**config.mk**
```make
export PLATFORM = sky130hd
export DESIGN_NAME = struct_rec_fifo
export DESIGN_NICKNAME = d
export VERILOG_FILES = /design/src/rtl/struct_rec_fifo.sv
export SDC_FILE = /design/constraint.sdc
export NUM_CORES = 1
export LEC_CHECK = 0
export BUFFER_PORTS_ARGS = -buffer_cell sky130_fd_sc_hd__buf_4
export CAP_MARGIN = 20
export CORE_UTILIZATION = 43
export CTS_BUF_LIST = sky130_fd_sc_hd__clkbuf_4 sky130_fd_sc_hd__clkbuf_8
export DETAILED_ROUTE_END_ITERATION = 10
export GPL_ROUTABILITY_DRIVEN = 0
export SYNTH_ARGS = -nofsm -noshare
export SYNTH_HDL_FRONTEND = slang
export SYNTH_SLANG_ARGS = --single-unit
```
**constraint.sdc**
```tcl
create_clock -name clk -period 5 [get_ports clk]
set_input_delay 1 -clock clk [delete_from_list [all_inputs] [get_ports clk]]
set_output_delay 1 -clock clk [all_outputs]
set_load 0.005 [all_outputs]
```
**src/rtl/struct_rec_fifo.sv**
```systemverilog
`default_nettype none
// ============================================================================
// Module      : struct_rec_fifo
// Description : First-word-fall-through FIFO of packed struct records
//               {tag, a, b, chk}. The check field is generated on push and
//               re-verified on pop; any mismatch raises a sticky flag.
// Revision    : 1.0 - initial release
// ============================================================================
module struct_rec_fifo #(
    parameter int DATA_W = 8,
    parameter int TAG_W  = 4,
    parameter int DEPTH  = 4
) (
    input  logic                        clk,
    input  logic                        rst_n,
    input  logic                        in_valid,
    output logic                        in_ready,
    input  logic [TAG_W-1:0]            in_tag,
    input  logic [DATA_W-1:0]           in_a,
    input  logic [DATA_W-1:0]           in_b,
    input  logic                        inj_err,
    output logic                        out_valid,
    input  logic                        out_ready,
    output logic [TAG_W-1:0]            out_tag,
    output logic [DATA_W-1:0]           out_a,
    output logic [DATA_W-1:0]           out_b,
    output logic [TAG_W+3*DATA_W-1:0]   out_rec,
    output logic [$clog2(DEPTH+1)-1:0]  count,
    output logic                        chk_err
);

    localparam int c_ptr_w = (DEPTH > 1) ? $clog2(DEPTH) : 1;
    localparam int c_cnt_w = $clog2(DEPTH + 1);

    localparam logic [c_ptr_w-1:0] c_ptr_last = c_ptr_w'(DEPTH - 1);
    localparam logic [c_cnt_w-1:0] c_cnt_full = c_cnt_w'(DEPTH);

    typedef struct packed {
        logic [TAG_W-1:0]  tag;
        logic [DATA_W-1:0] a;
        logic [DATA_W-1:0] b;
        logic [DATA_W-1:0] chk;
    } rec_t;

    // Record storage; contents are don't-care until written, so no reset.
    rec_t r_mem [DEPTH];

    logic [c_ptr_w-1:0] r_rd_ptr;
    logic [c_ptr_w-1:0] r_wr_ptr;
    logic [c_cnt_w-1:0] r_count;
    logic               r_chk_err;

    rec_t              w_push_rec;
    rec_t              w_stored;
    rec_t              w_head;
    logic [DATA_W-1:0] w_in_tagx;
    logic [DATA_W-1:0] w_head_tagx;
    logic              w_push;
    logic              w_pop;
    logic              w_head_bad;

    // Tag folded into the check field: truncated when wider than the data
    // fields, zero-extended when narrower.
    if (TAG_W >= DATA_W) begin : g_tag_trunc
        assign w_in_tagx   = in_tag[DATA_W-1:0];
        assign w_head_tagx = w_stored.tag[DATA_W-1:0];
    end else begin : g_tag_zext
        assign w_in_tagx   = {{(DATA_W-TAG_W){1'b0}}, in_tag};
        assign w_head_tagx = {{(DATA_W-TAG_W){1'b0}}, w_stored.tag};
    end

    assign in_ready  = (r_count != c_cnt_full);
    assign out_valid = (r_count != '0);
    assign w_push    = in_valid & in_ready;
    assign w_pop     = out_valid & out_ready;
    assign count     = r_count;
    assign chk_err   = r_chk_err;

    // Assemble the incoming record; inj_err flips chk bit 0 as a fault hook.
    always_comb begin
        w_push_rec     = '0;
        w_push_rec.tag = in_tag;
        w_push_rec.a   = in_a;
        w_push_rec.b   = in_b;
        w_push_rec.chk = in_a ^ in_b ^ w_in_tagx ^ DATA_W'(inj_err);
    end

    // Head record, forced to zero while the FIFO is empty.
    always_comb begin
        w_stored   = r_mem[r_rd_ptr];
        w_head     = out_valid ? w_stored : '0;
        w_head_bad = (w_stored.a ^ w_stored.b ^ w_head_tagx) != w_stored.chk;
    end

    assign out_tag = w_head.tag;
    assign out_a   = w_head.a;
    assign out_b   = w_head.b;
    assign out_rec = w_head;

    // Whole-record write into the slot addressed by the write pointer.
    always_ff @(posedge clk) begin
        if (w_push) begin
            r_mem[r_wr_ptr] <= w_push_rec;
        end
    end

    // Pointers, occupancy and sticky check-error flag.
    always_ff @(posedge clk or negedge rst_n) begin
        if (!rst_n) begin
            r_rd_ptr  <= '0;
            r_wr_ptr  <= '0;
            r_count   <= '0;
            r_chk_err <= 1'b0;
        end else begin
            if (w_push) begin
                r_wr_ptr <= (r_wr_ptr == c_ptr_last) ? '0 : r_wr_ptr + 1'b1;
            end
            if (w_pop) begin
                r_rd_ptr <= (r_rd_ptr == c_ptr_last) ? '0 : r_rd_ptr + 1'b1;
                if (w_head_bad) begin
                    r_chk_err <= 1'b1;
                end
            end
            if (w_push && !w_pop) begin
                r_count <= r_count + 1'b1;
            end else if (w_pop && !w_push) begin
                r_count <= r_count - 1'b1;
            end
        end
    end

    // Structural invariants of the occupancy flags and output slicing.
    always_comb begin
        assert (r_count <= c_cnt_full);
        assert (out_valid == (r_count != '0));
        assert (in_ready == (r_count != c_cnt_full));
        if (out_valid) begin
            assert (out_rec[TAG_W+3*DATA_W-1:3*DATA_W] == out_tag);
            assert (out_rec[3*DATA_W-1:2*DATA_W] == out_a);
            assert (out_rec[2*DATA_W-1:DATA_W] == out_b);
        end
    end

endmodule
`default_nettype wire

```
==> results.toml, run 1 <==
[timing]
setup_violations = 0
setup_tns_ps = 0
fmaxAchievable_ghz = 0.2846
rsz0062_at_grt = "false"
hold_violations = 0
post-route-period-util_pct = 70.27
worst_pin_slew_ps = 954.4
slew_violations = 0
max-slew-margin-rel_pct = 36.38
skew_ps = 13.97
min_period_ps = 3514

[logic_synthesis]
syn_area_per_cell_sq_um = 18.77
synth_cells = 274
synth_ff_type = "edfxtp_1"
yosysSeqAreaShare_pct = 69.28
synth_cell_types = 26
ys.warnings.count = 0
synth_top_cell_by_area = "edfxtp_1"
synthTopCellsByArea = "edfxtp_1, mux4_2, xnor2_1"
yosysTopAreaCellShare_pct = 65.39
synthArstFlopShare_pct = 6.667
synth_fp_nets = 306
synth_area_sq_um = 5144
synth-edff-count = 112
synth_seq_cells = 120

[floorplan]
die_w_um = 111.4
rows = 39
dieHeight_um = 111.4
core_sq_um = 11520
io_pins = 79
initial_core_util_pct = 44.67
die_area_sq_um = 12400

[setup_path]
critPathCapture = "out_a[7]"
crit_arrival_ps = 2510
worst_r2r_startpoint = "r_rd_ptr[0]"
worstPathRequired_ps = 4000
rr_endpoint = "chk_err"
crit_fanout = 20
r2r_cells = 7
end_kind = "output port"
reg2reg_setup_slack_ps = 2120
worstSetupPathType = "flip-flop to output port"
crit_path_start = "r_rd_ptr[0]"
critPathLaunchType = "flip-flop"

[run_status]
violations = "DRC"
outcome = "complete, but fails checks"

[layout]
antenna_cells = 0
num-nets-final = 380
regArea_sq_um = 3565
final_common_cell = "edfxtp_1"
drive_gt1_share_pct = 40.56
nFillCells = 926
final_util_pct = 53.59
layout_common_cells = "edfxtp_1, buf_4, mux4_2, and2_1, xnor2_1"
multi_input_area_sq_um = 1364
syn2layout_area_growth_pct = 19.97

[cts]
clock_sinks = 120
cts_setup_buffers = 0
clk_latency_ps = 410
path_clk_slew_ps = 80
cts_root_buffer = "clkbuf_8"
htree_levels = 4
cts_hold_buf = 0
cts_tree = "yes"
clock_path_buffers = 2
post_cts_resized = 0
cts_buffers = 17

[grt]
grt_max_degree = 31
grt_usage_pct = 15.69
grt_pass1_vias = 2565
grt_pass1_wl_mm = 14.08
antenna_found_initial = 0
grt-ovfl-total = 0

[power]
irDropWorstVdd_uv = 278.4
power_leakage_uw = 0.002204
power.density_nw_per_um2 = 665.6
total_power_uw = 4108

[detailed_routing]
avgViaCountPerCell = 5.050
drtAntennaViolNets = 0
drc = 13
vias = 2540
drt_iter0_markers = 113
wl_per_cell_um = 18.00
first_pass_iters = 9
drt_wl_total_mm = 9.052

[hold_path]
hold_path_class = "input port to asynchronous set/reset pin"

[flow_run]
drv_cap = 0

[place]
hpwl_mm = 5.594
port-buffer-count = 78
metal layers:
layer | up-vias | GRT usage [%] | share of wire, %
met5 | - | 0 | 0
met4 | 0 | 5.135 | 0.51
met3 | 2 | 5.498 | 4.5
met2 | 64 | 24.67 | 51
met1 | 1305 | 20.51 | 44
li1 | 1169 | - | -
cell usage after synthesis (all sizes together), types with 3 or more instances:
master  instances
edfxtp        112
dfrtp           8
mux4           28
ha              6
nor2            3
buf            25
nand2           4
and2           29
clkbuf          4
inv             3
xor2           11
xnor2          25
and3            4
flip-flops by register name, summed over array words and instances (netlist names):
name      count
r_rd_ptr      2
chk_err       1
r_mem       112
r_wr_ptr      2
count         3
stage by stage:
stage | setup WS, ps | area, sq um | hold WS [ps] | cells
floorplan | 2542 | 5144 | 458.2 | 274
global placement | 1861 | 5749 | 449.8 | 472
detailed placement | 1854 | 5749 | 463.0 | 472
CTS | 1389 | 6171 | 368.8 | 503
global route | 1286 | 6171 | 356.9 | 503
finish | 1486 | 6171 | 387.9 | 503
power by group:
group | switching [uW] | total [uW] | leakage (uW) | internal, uW
sequential | 117 | 1450 | 0.00112 | 1330
clock | 369 | 912 | 0.000199 | 542
combinational | 790 | 1750 | 0.000888 | 956
total | 1280 | 4110 | 0.00220 | 2830
worst min-delay path by stage:
stage / to / start / cells after the start
global route: chk_err / rst_n / 1
global placement: chk_err / chk_err / 1
CTS: chk_err / rst_n / 1
floorplan: chk_err / chk_err / 1
detailed placement: chk_err / chk_err / 1
finish: chk_err / rst_n / 1
kinds of logic (layout without fill, tap and decap cells):
group	after synthesis	in the layout	synth area share [%]
flops	120	120	69.28
simple gates	45	45	5.108
xor+xnor	36	36	6.422
buf+inv	32	118	4.208
mux	30	30	12.70
fa+ha+maj	7	7	1.849
compound gates	4	4	0.4378
final cells by class:
type,instances,share of cell area (%)
Sequential cell,120,57.77
Tap cell,143,2.899
Clock buffer,18,3.913
Timing Repair Buffer,84,10.22
Inverter,3,0.1825
Clock inverter,13,2.920
Multi-Input combinational cell,122,22.10
critical path, stage by stage, from the launching register on:
cell,delay (ps)
dfrtp_2,790
buf_4,390
mux4_2,580
and2_1,190
buf_4,130
No activity file was read; power rests on OpenSTA's default activity.
==> inputs of run 2 (changes only) <==
--- a/config.mk
+++ b/config.mk
@@ -5,6 +5,7 @@
 export SDC_FILE = /design/constraint.sdc
 export NUM_CORES = 1
 export LEC_CHECK = 0
+export ABC_AREA = 1
 export BUFFER_PORTS_ARGS = -buffer_cell sky130_fd_sc_hd__buf_4
 export CAP_MARGIN = 20
 export CORE_UTILIZATION = 43
==> constraint.sdc (replaced) <==
create_clock -name clk -period 3.06 [get_ports clk]
set_input_delay 0.612 -clock clk [delete_from_list [all_inputs] [get_ports clk]]
set_output_delay 0.612 -clock clk [all_outputs]
set_load 0.005 [all_outputs]
==> results.toml, run 2 <==
[run_status]
outcome = "complete, no violations"

[setup_path]
end_kind = "output port"
critPathCapture = "out_rec[7]"
critPathLaunchType = "flip-flop"
crit_fanout = 66
worstPathRequired_ps = 2450
crit_path_start = "r_rd_ptr[0]"
r2r_cells = 14
cp_slowest_cell = "buf_4"
crit_arrival_ps = 2110
critPathMaxStageDelay_ps = 570
worstSetupPathType = "flip-flop to output port"
path_cells = "buf_4 > nor2_1 > o21ai_0 > o21ai_0 > nor2_1 > buf_4"
worst_r2r_startpoint = "r_rd_ptr[0]"
rr_endpoint = "chk_err"
reg2reg_setup_slack_ps = 910

[floorplan]
rows = 42
io_pins = 79
dieHeight_um = 119.0
initial_core_util_pct = 44.24
die_w_um = 119.0
core_sq_um = 13300
die_area_sq_um = 14150

[timing]
post-route-period-util_pct = 89.06
max-slew-margin-rel_pct = 51.47
worst_pin_slew_ps = 728.0
hold_violations = 0
slew_violations = 0
min_period_ps = 2725
hold-worst-slack_ps = 387.8
skew_ps = 7.358
rsz0062_at_grt = "false"
setup_tns_ps = 0
fmaxAchievable_ghz = 0.3669
setup_violations = 0

[layout]
drive_gt1_share_pct = 17.93
final_util_pct = 51.75
layout_common_cells = "nand2_1, edfxtp_1, buf_4, nand3_1, nor2_1"
final_area_sq_um = 6880
syn2layout_area_growth_pct = 16.98
largest_reg_flops = 112
antenna_cells = 0
num-nets-final = 733
top_register = "r_mem"
final_common_cell = "nand2_1"
nFillCells = 1219
finalNonFillerCells = 890

[grt]
grt_pass1_wl_mm = 20.64
grt_max_degree = 67
grt-ovfl-total = 0
antenna_found_initial = 0
grt_pass1_vias = 4150
grt_usage_pct = 19.54

[logic_synthesis]
synth_common_cells = "nand2_1, edfxtp_1, nand3_1, nor2_1, inv_1"
synth_seq_cells = 120
synth_cell_types = 23
synth-edff-count = 112
synth_cells = 636
ys.warnings.count = 0
synth_top_cell_by_area = "edfxtp_1"
yosysTopAreaCellShare_pct = 57.18
synth_area_sq_um = 5882
synth_ff_type = "edfxtp_1"
synth.most_common_cell = "nand2_1"
synthArstFlopShare_pct = 6.667
yosysSeqAreaShare_pct = 60.58
synth_fp_nets = 668
synthTopCellsByArea = "edfxtp_1, nand2_1, nand3_1"
syn_area_per_cell_sq_um = 9.248

[place]
port-buffer-count = 78
hpwl_mm = 7.898
dp_cells = 857
place_area_sq_um = 6505

[power]
power_leakage_uw = 0.003077
irDropWorstVdd_uv = 398.6
power.density_nw_per_um2 = 1086

[cts]
cts_root_buffer = "clkbuf_8"
cts_buffers = 17
clk_latency_ps = 440
clock_path_buffers = 2
path_clk_slew_ps = 70
cts_tree = "yes"
htree_levels = 4
clock_sinks = 120
post_cts_resized = 0
cts_hold_buf = 1
cts_setup_buffers = 0

[detailed_routing]
avgViaCountPerCell = 4.826
drtAntennaViolNets = 0
drc = 0
first_pass_iters = 5
drt_wl_total_mm = 12.85
vias = 4295
wl_per_cell_um = 14.44
drt_iter0_markers = 272

[flow_run]
drv_cap = 0

[hold_path]
hold_path_class = "input port to flip-flop"
[run 2: cells by family (layout without fill, tap and decap cells)]
kind of cell / after synthesis / after routing / share of synthesized area, %
AND/OR/NAND/NOR: 388 / 388 / 26.16
flip-flops: 120 / 120 / 60.58
buffers and inverters: 93 / 171 / 8.190
XOR/XNOR: 15 / 15 / 2.233
AO/OA/AOI/OAI: 12 / 12 / 1.021
adder cells (fa/ha/maj): 7 / 7 / 1.617
multiplexers: 1 / 1 / 0.1914
[run 2: worst min-delay path by stage]
stage / slack, ps / start / end / cells after the start
floorplan: 320 / rst_n / chk_err / 0
global placement: 440 / rst_n / r_wr_ptr[0] / 1
detailed placement: 440 / rst_n / count[2] / 1
CTS: 360 / in_tag[2] / r_mem[2][26] / 1
global route: 370 / in_tag[2] / r_mem[2][26] / 1
finish: 390 / in_tag[2] / r_mem[3][26] / 1
[run 2: layer usage]
metal | global-route usage [%] | routed length [um]
met2 | 32.42 | 6348
met3 | 5.747 | 743
met4 | 9.335 | 232
met1 | 23.28 | 5525
met5 | 0 | 0
[run 2: critical path: cells and delay by family, from the launching register on]
kind                   cells  cell delay, ps
AOI/OAI and AO/OA          2             300
DFF                        1             370
buffers and inverters      2             690
and+or+nand+nor            2             290
[run 2: cell type report]
| class | instances | area [sq um] | area share (%) |
|---|---|---|---|
| clock buffers | 20 | 256.5 | 3.728 |
| clock inverters | 12 | 108.9 | 1.582 |
| inverters | 48 | 180.2 | 2.619 |
| multi-input cells | 423 | 1852 | 26.91 |
| flip-flops and latches | 120 | 3565 | 51.81 |
| well taps | 176 | 220.2 | 3.201 |
| repair buffers | 91 | 698.2 | 10.15 |
[run 2: report_power, final]
group / total, uW / switching, uW / internal [uW]
clock: 1320 / 592 / 730
sequential: 2290 / 113 / 2180
combinational: 3860 / 2330 / 1520
[run 2: per-stage QoR]
| stage | power [uW] | setup WS, ps |
|---|---|---|
| 3_5_place_dp | 6217 | 806.3 |
| 3_3_place_gp | 6131 | 788.1 |
| 6_report | 7472 | 334.8 |
| 5_1_grt | 8101 | 68.91 |
| 4_1_cts | 7554 | 314.8 |
| 2_1_floorplan | 4915 | 735.2 |
==> inputs of run 3 (changes only) <==
--- a/config.mk
+++ b/config.mk
@@ -12,6 +12,7 @@
 export CTS_BUF_LIST = sky130_fd_sc_hd__clkbuf_4 sky130_fd_sc_hd__clkbuf_8
 export DETAILED_ROUTE_END_ITERATION = 10
 export GPL_ROUTABILITY_DRIVEN = 0
+export REMOVE_ABC_BUFFERS = 1
 export SYNTH_ARGS = -nofsm -noshare
 export SYNTH_HDL_FRONTEND = slang
 export SYNTH_SLANG_ARGS = --single-unit
==> results.toml, run 3 (synthesis gave the netlist of run 2 again) <==
[power]
power.density_nw_per_um2 = 1064
sw_frac_of_total_pct = 40.48
power_leakage_uw = 0.003064
irDropWorstVdd_uv = 438.8
switching_power_uw = 2953
seq_power_share_pct = 31.5
power_frac_comb_pct = 51.8
clkPwrFrac_pct = 16.7
total_power_uw = 7295
internal_power_uw = 4342

[timing]
min_period_ps = 2712
setup_tns_ps = 0
post-route-period-util_pct = 88.64
fmaxAchievable_ghz = 0.3687
rsz0062_at_grt = "false"
slew_violations = 0
worst_pin_slew_ps = 494.4
setup_violations = 0
fin_ws_ps = 347.6
max-slew-margin-rel_pct = 67.04
hold_violations = 0
skew_ps = 12.85

[hold_path]
min_from = "in_b[6]"
hold_path_class = "input port to flip-flop"
min_path_cells = 1
min_to = "r_mem[0][14]"

[detailed_routing]
vias = 4263
drtAntennaViolNets = 0
avgViaCountPerCell = 4.790
drt_iter0_markers = 185
drc = 0
first_pass_iters = 5
drt_wl_total_mm = 12.34
wl_per_cell_um = 13.87

[setup_path]
crit_fanout = 28
critPathMaxStageDelay_ps = 420
critPathLaunchType = "flip-flop"
crit_buf_inv = 3
r2r_cells = 15
crit_arrival_ps = 2100
reg2reg_setup_slack_ps = 860
worst_r2r_startpoint = "r_rd_ptr[0]"
crit_path_start = "r_rd_ptr[0]"
path_delay_family = "buffers and inverters"
rr_endpoint = "chk_err"
worstSetupPathType = "flip-flop to output port"
worstPathRequired_ps = 2450
cp_slowest_cell = "dfrtp_2"
end_kind = "output port"
path_cells = "inv_2 > buf_4 > nand2_1 > nand3_1 > nand2_1 > nor2_1 > buf_4"

[grt]
grt_max_degree = 49
grt_usage_pct = 18.33
grt-ovfl-total = 0
grt_pass1_vias = 4083
grt_pass1_wl_mm = 19.74
antenna_found_initial = 0

[cts]
clock_path_buffers = 2
post_cts_resized = 0
htree_levels = 4
cts_tree = "yes"
cts_setup_buffers = 0
clock_sinks = 120
cts_buffers = 17
cts_hold_buf = 1
path_clk_slew_ps = 70
clk_latency_ps = 430
cts_root_buffer = "clkbuf_8"

[place]
port-buffer-count = 78
hpwl_mm = 7.734
pre_cts_slack_ps = 799.5

[floorplan]
die_area_sq_um = 14150
dieHeight_um = 119.0
rows = 42
core_sq_um = 13300
die_w_um = 119.0
initial_core_util_pct = 44.24
io_pins = 79

[layout]
layout_common_cells = "nand2_1, edfxtp_1, buf_4, nand3_1, nor2_1"
drive_gt1_share_pct = 17.93
syn2layout_area_growth_pct = 16.59
antenna_cells = 0
final_common_cell = "nand2_1"
largest_reg_flops = 112
nFillCells = 1187
multi_input_area_sq_um = 1852
num-nets-final = 734
top_register = "r_mem"
regArea_sq_um = 3565

[run_status]
outcome = "complete, no violations"

[flow_run]
drv_cap = 0
==> run 3: cell types whose count changed in the layout (fill, tap and decap cells not counted) <==
cell / before / now
clkbuf_4: 3 / 2
clkinvlp_4: 1 / 2
bufinv_16: 2 / 1
buf_4: 89 / 90
==> run 3: how the worst max path moves through the flow <==
stage                  end  slack (ps)  cells past startpoint
2_1_floorplan     count[2]        -300                      9
3_3_place_gp      out_a[0]         840                      7
3_5_place_dp      out_b[0]         800                      7
4_1_cts        out_rec[16]         310                      7
5_1_grt           out_a[3]         140                      7
6_report       out_rec[16]         350                      7
==> run 3: cell type report <==
cell class                      instances  share of cell area, %
Clock buffer                           19                  3.631
Clock inverter                         12                  1.259
Inverter                               48                  2.627
Multi-Input combinational cell        423                  27.00
Sequential cell                       120                  51.98
Tap cell                              176                  3.211
Timing Repair Buffer                   92                  10.29
==> run 3: stage by stage <==
step,hold WS (ps),utilization (%),cell area [sq um],instances
detailed placement,443.3,48.98,6513,858
floorplan,316.4,-,5580,591
global placement,445.2,48.98,6513,858
finish,395.4,51.58,6858,890
global route,370.4,51.58,6858,890
CTS,367.4,51.58,6858,890
==> run 3: power by group through the flow <==
stage | registers [uW] | logic, uW | clock network, uW
4_1_cts | 2300 | 3840 | 1250
5_1_grt | 2330 | 4280 | 1320
2_1_floorplan | 2430 | 2030 | 0
3_5_place_dp | 2330 | 3820 | 0
6_report | 2300 | 3780 | 1220
3_3_place_gp | 2320 | 3740 | 0
==> run 3: layer usage <==
| layer | vias up | routed length, um | global-route usage, % |
|---|---|---|---|
| met3 | 14 | 603 | 4.550 |
| met5 | - | 0 | 0 |
| li1 | 2157 | - | - |
| met4 | 0 | 180 | 6.646 |
| met2 | 106 | 6086 | 31.62 |
| met1 | 1986 | 5470 | 22.19 |
